<file path="src/rtl/seq_mul_add.sv">
// Sequential shift-and-add multiplier with accumulate input.
// Computes product = multiplicand * multiplier + addend (unsigned), one multiplier bit
// per clock, LSB first. Latency is fixed: M RUN edges after the accepting edge.
//
// Ports:
//   clk_i           system clock, rising edge
//   rst_ni          asynchronous active-low reset
//   start_i         request, sampled only while idle
//   multiplicand_i  operand A (M bits), captured on the accepting edge
//   multiplier_i    operand B (M bits), captured on the accepting edge
//   addend_i        operand C (M bits), captured on the accepting edge
//   busy_o          high while a computation is running
//   done_o          one-cycle pulse, product_o valid in this cycle
//   product_o       A*B + C (2*M bits), held until the next completion
module seq_mul_add #(
    parameter int unsigned M = 32
) (
    input  logic             clk_i,
    input  logic             rst_ni,
    input  logic             start_i,
    input  logic [M-1:0]     multiplicand_i,
    input  logic [M-1:0]     multiplier_i,
    input  logic [M-1:0]     addend_i,
    output logic             busy_o,
    output logic             done_o,
    output logic [2*M-1:0]   product_o
);

    localparam int unsigned CW = $clog2(M + 1);

    typedef enum logic [0:0] {StIdle, StRun} state_e;

    state_e           state_q, state_d;
    logic [2*M-1:0]   a_q, a_d;      // multiplicand, pre-shifted to the current step weight
    logic [M-1:0]     b_q, b_d;      // multiplier, consumed LSB first
    logic [2*M-1:0]   acc_q, acc_d;
    logic [CW-1:0]    cnt_q, cnt_d;
    logic [2*M-1:0]   prod_q, prod_d;
    logic             done_q, done_d;

    always_comb begin
        state_d = state_q;
        a_d     = a_q;
        b_d     = b_q;
        acc_d   = acc_q;
        cnt_d   = cnt_q;
        prod_d  = prod_q;
        done_d  = 1'b0;
        unique case (state_q)
            StIdle: begin
                if (start_i) begin
                    state_d = StRun;
                    a_d     = {{M{1'b0}}, multiplicand_i};
                    b_d     = multiplier_i;
                    acc_d   = {{M{1'b0}}, addend_i};
                    cnt_d   = CW'(M);
                end
            end
            StRun: begin
                if (b_q[0]) begin
                    acc_d = acc_q + a_q;
                end
                a_d   = a_q << 1;
                b_d   = b_q >> 1;
                cnt_d = cnt_q - CW'(1);
                // Last step: publish the accumulator including this step's partial product.
                if (cnt_q == CW'(1)) begin
                    prod_d  = acc_d;
                    done_d  = 1'b1;
                    state_d = StIdle;
                end
            end
            default: state_d = StIdle;
        endcase
    end

    always_ff @(posedge clk_i or negedge rst_ni) begin
        if (!rst_ni) begin
            state_q <= StIdle;
            a_q     <= '0;
            b_q     <= '0;
            acc_q   <= '0;
            cnt_q   <= '0;
            prod_q  <= '0;
            done_q  <= 1'b0;
        end else begin
            state_q <= state_d;
            a_q     <= a_d;
            b_q     <= b_d;
            acc_q   <= acc_d;
            cnt_q   <= cnt_d;
            prod_q  <= prod_d;
            done_q  <= done_d;
        end
    end

    assign busy_o    = (state_q == StRun);
    assign done_o    = done_q;
    assign product_o = prod_q;

endmodule

</file>
<file path="config.mk">
export PLATFORM = sky130hd
export DESIGN_NAME = seq_mul_add
export DESIGN_NICKNAME = d
export VERILOG_FILES = /design/src/rtl/seq_mul_add.sv
export SDC_FILE = /design/constraint.sdc
export NUM_CORES = 1
export LEC_CHECK = 0
export ABC_CLOCK_PERIOD_IN_PS = 4500
export BUFFER_PORTS_ARGS = -buffer_cell sky130_fd_sc_hd__buf_2
export CORE_UTILIZATION = 35
export DETAILED_ROUTE_END_ITERATION = 8
export MAX_ROUTING_LAYER = met4
export SKIP_LAST_GASP = 1
export SYNTH_ARGS = -nofsm -noshare
export SYNTH_HDL_FRONTEND = slang
export SYNTH_SLANG_ARGS = --single-unit
</file>
<file path="constraint.sdc">
create_clock -name clk_i -period 4.5 [get_ports clk_i]
set_input_delay 0 -clock clk_i [delete_from_list [all_inputs] [get_ports clk_i]]
set_output_delay 0 -clock clk_i [all_outputs]
set_load 0.005 [all_outputs]
</file>
Word-level counts from Yosys, hierarchy flattened

Cells that the tools add are included.

Eq/ne operators: 2
Reduce and logical (&&, ||, !) cells: 1
Muxes and demuxes: 14
Add/subtract/negate cells: 2
Bitwise logic cells: 1

Operator list:

| operator                                                               | count |
|---|---|
| 64-bit one-hot mux with 2 select lines                                 | 2 |
| 64-bit two-way mux                                                     | 3 |
| 64-bit adder                                                           | 1 |
| 32-bit one-hot mux with 2 select lines                                 | 1 |
| 32-bit two-way mux                                                     | 1 |
| 6-bit one-hot mux with 2 select lines                                  | 1 |
| 6-bit by 1-bit equality test with 1-bit output (second input constant) | 1 |
| 6-bit two-way mux                                                      | 1 |
| 6-bit by 1-bit subtractor with 6-bit output (second input constant)    | 1 |
| 1-bit two-way mux                                                      | 4 |
| 2-bit != test (second input constant)                                  | 1 |
| 1-bit one-hot mux with 2 select lines                                  | 1 |
| 2-bit AND reduction                                                    | 1 |
| 1-bit NOT                                                              | 1 |

Register bits: 232
Bits of input ports: 99
Logic and storage cells: 27

Logic depth before layout (Yosys ltp)

Depth after elaboration: 3
Depth in mapped cells: 12

Worst setup path before layout

OpenSTA, ideal clock, no wires.

Path kind: register to register
Start: register a_q[0]
End: register prod_q[48], in the netlist product_o[48]
Cell stages (with the launch flop): 13
Path buffers: 0
Setup slack: 1.367 ns
Clock period less this slack: 3.133 ns
Arrival time: 3.009 ns
Cell sequence: dfrtp_1 ha_1 fa_1 a21o_1 a221oi_2 o21ai_2 o21ai_2 a31oi_4 a31oi_4 o21bai_1 xor2_1 mux2_2 mux2_2

Cells in the longest elaborated chain, start to end: 2

RTL lines:

| item                   | line | source |
|---|---|---|
| start, declared        | 34   | `logic [2*M-1:0] a_q, a_d;` |
| start signal, assigned | 80   | `a_q <= '0;` |
| start signal, assigned | 88   | `a_q <= a_d;` |
| 64-bit adder           | 61   | `acc_d = acc_q + a_q;` |
| 64-bit two-way mux     | 60   | `if (b_q[0]) begin` |
| end signal, assigned   | 92   | `prod_q <= prod_d;` |
| end, declared          | 38   | `logic [2*M-1:0] prod_q, prod_d;` |

No other way between the ends.
A chain may end at the register's enable or synchronous reset.

Final worst setup path

Start: register a_q[0]
End: register acc_q[62]

Cells in the longest elaborated chain, start to end: 3

RTL lines:

| item                                   | line | source |
|---|---|---|
| 64-bit adder                           | 61   |  |
| 64-bit two-way mux                     | 60   |  |
| 64-bit one-hot mux with 2 select lines | 49   | `unique case (state_q)` |
| end signal, assigned                   | 82   | `acc_q <= '0;` |
| end signal, assigned                   | 90   | `acc_q <= acc_d;` |
| end, declared                          | 36   | `logic [2*M-1:0] acc_q, acc_d;` |

No other way between the ends.

==> reports/metrics.yaml <==
status: "complete, no violations"
die_x_um: 201
synth_xor_area_frac: 0.0372
first_global_vias: 12400
finalWorstSetupSlack_ps: 982
grt_use_total: 0.203
synth_seq_cells: 232
hold_path_class: "input pin to async pin"
initial_core_util: 0.357
p_leak_nw: 8.06
synth_top_family_by_area: "compound AO/OA/AOI/OAI gates"
power_mw: 12.4
cts_setup_buffers: 0
clk_path_buf_depth: 3
cts_sinks: 232
io_pins: 165
antenna_found_initial: 1
worstPathMaxFanout: 4
grt_max_degree: 100
clk_pin_slew_ps: 60
skew_ps: 17.3
final_core_util: 0.438
routed_wl_um: 40100
fin_nets: 1939
avgSynthCellArea_um2: 8.89
synthesis.nets: 1728
synth_adder_area_share: 0.0600
first_pass_iters: 5
arrival_ps: 3920
slew_viol_final: 0
cap_viol_max_count: 0
irDropWorstVdd_mv: 0.317
synth_edf_count: 0
synth_cells: 1563
multiInputGateArea_um2: 7610
regArea_um2: 5810
fill_cells: 3808
drt-initial-drc-count: 689
holdBufCountCts: 101
die-height_um: 201
tns_ps: 0
rows: 72
dp_hpwl_um: 28000
synth_mux_area_frac: 0.0806
cts_tree: "built"
ctsResizeCount: 0
htree_num_levels: 1
cts_root_buf: "clkbuf_16"
antenna_left: 0
min_period_ps: 3520
final_layout_size_suffix_gt1_frac: 0.139
portBuffers: 164
crit_required_ps: 4910
ys_async_sr_fraction: 1.00
grt_overflow: 0
synth-compound-area-share: 0.223
rsz0062_at_grt: "false"
vias_per_cell: 5.31
setup.worst_path.class: "flop to flop"
setup_violations: 0
grt_pass1_wl_um: 65900
yosysWarnings: 0
fmax_ghz: 0.284
netlist_area_um2: 13900
cp-start-kind: "flop"
worstMarginPinSlew_ps: 983
relSlewSlack: 0.342
hold_viol: 0
powerDensity_nw_per_um2: 728
drc: 0
yosysSeqAreaShare: 0.418
wl_per_cell_um: 17.3
coreArea_um2: 38900
synth.distinct_cells: 66
pre_cts_ws_ps: 985
cts_buffers: 27
gp_congestion: 0.913
clock_latency_ps: 560
synth_ff_type: "dfrtp_1"
end_kind: "flop"
synth-simple-area-share: 0.148
via_count: 12300
period_share: 0.782
area_growth_pct: 22.8
dieArea_um2: 40500
-- cells in the mapped netlist, drive strengths merged, types with 5 or more instances --
cell | instances | area [um^2]
nor4 | 6 | 52.6
nor2 | 68 | 255
ha | 65 | 813
clkbuf | 87 | 327
nand2 | 253 | 950
o21bai | 17 | 128
nand2b | 6 | 45.0
nand4 | 19 | 119
a31oi | 6 | 67.6
mux2i | 104 | 1040
or3 | 5 | 31.3
o21ai | 210 | 1060
nor3 | 14 | 75.1
and3 | 20 | 125
xnor2 | 33 | 289
buf | 14 | 53.8
nand3 | 16 | 80.1
o22ai | 12 | 75.1
inv | 24 | 90.1
a211oi | 41 | 313
xor2 | 26 | 228
a21oi | 134 | 674
dfrtp | 232 | 5810
nor2b | 36 | 225
a21o | 52 | 390
mux2 | 7 | 78.8
-- routing by layer --
metal,up-vias,global-route usage,part of all wire
met1,5904,0.270,0.47
li1,6027,-,-
met2,293,0.329,0.47
met3,51,0.0238,0.044
met4,0,0.0514,0.019
met5,-,-,0
-- final timing paths --
| check | slack, ps | to | start | depth (start not counted) |
|---|---|---|---|---|
| min | 50 | product_o[39]$_DFFE_PN0P_ | rst_ni | 2 |
| max reg2reg | 980 | acc_q[62]$_DFFE_PN0P_ | a_q[0]$_DFFE_PN0P_ | 13 |
| max in group asynchronous | 3200 | acc_q[15]$_DFFE_PN0P_ | rst_ni | 3 |
| min reg2reg | 470 | product_o[3]$_DFFE_PN0P_ | product_o[3]$_DFFE_PN0P_ | 2 |
| min in group clk_i | 260 | acc_q[9]$_DFFE_PN0P_ | addend_i[9] | 4 |
| max | 980 | acc_q[62]$_DFFE_PN0P_ | a_q[0]$_DFFE_PN0P_ | 13 |
-- worst max-delay path, cell delays in order, from the launching register on --
cell and delay, ps:
dfrtp_1 400, ha_1 240, fa_1 410, a21o_1 220, a221oi_2 230, buf_4 180
nor4_1 70, or3_1 390, nand2_1 110, o211ai_1 300, a2111o_1 480, a21oi_1 120
nand3b_1 130, o21ai_0 80
-- stage by stage --
step	instance area (um^2)	hold slack (ps)	cells
CTS	17100	88.1	2311
finish	17100	48.1	2312
detailed placement	15100	67.3	2162
global placement	15100	66.2	2162
global route	17100	135	2312
floorplan	13900	-296	1563
-- cell usage in the layout (no fill, tap or decap), drive strengths merged, types with 16 or more instances in the layout --
cell         count
nand2          253
dfrtp          232
o21ai          210
buf            182
a21oi          134
mux2i          104
dlygate4sd3    101
nor2            68
ha              65
a21o            52
a211oi          41
clkbuf          41
nor2b           36
xnor2           33
xor2            26
inv             26
and3            20
nand4           19
o21bai          17
nand3           16
-- flip-flops by register name (all words and copies together), names as in the netlist --
| name | count |
|---|---|
| a_q | 64 |
| product_o | 64 |
| busy_o | 1 |
| b_q | 32 |
| done_o | 1 |
| cnt_q | 6 |
| acc_q | 64 |
-- cell families (layout without fill, tap and decap cells) --
| logic type | after synthesis | in the layout |
|---|---|---|
| other | 0 | 1 |
| XOR/XNOR | 59 | 59 |
| adder cells (fa/ha/maj) | 66 | 66 |
| multiplexers | 111 | 111 |
| AO/OA/AOI/OAI | 514 | 514 |
| AND/OR/NAND/NOR | 455 | 455 |
| buffers and inverters | 126 | 356 |
| flip-flops | 232 | 232 |
-- area by class of cell --
cell class,count,area share
Inverter,25,0.00550
Antenna cell,1,0.000147
Tap cell,518,0.0380
Multi-Input combinational cell,1205,0.446
Timing Repair Buffer,283,0.116
Clock buffer,41,0.0468
Clock inverter,7,0.00623
Sequential cell,232,0.341
-- power breakdown --
group | total [mW] | switching (mW) | internal (mW)
clock | 2.24 | 0.901 | 1.34
sequential | 3.73 | 0.747 | 2.99
combinational | 6.44 | 3.79 | 2.65
total | 12.4 | 5.44 | 6.97
(Power assumes the default switching activity.)
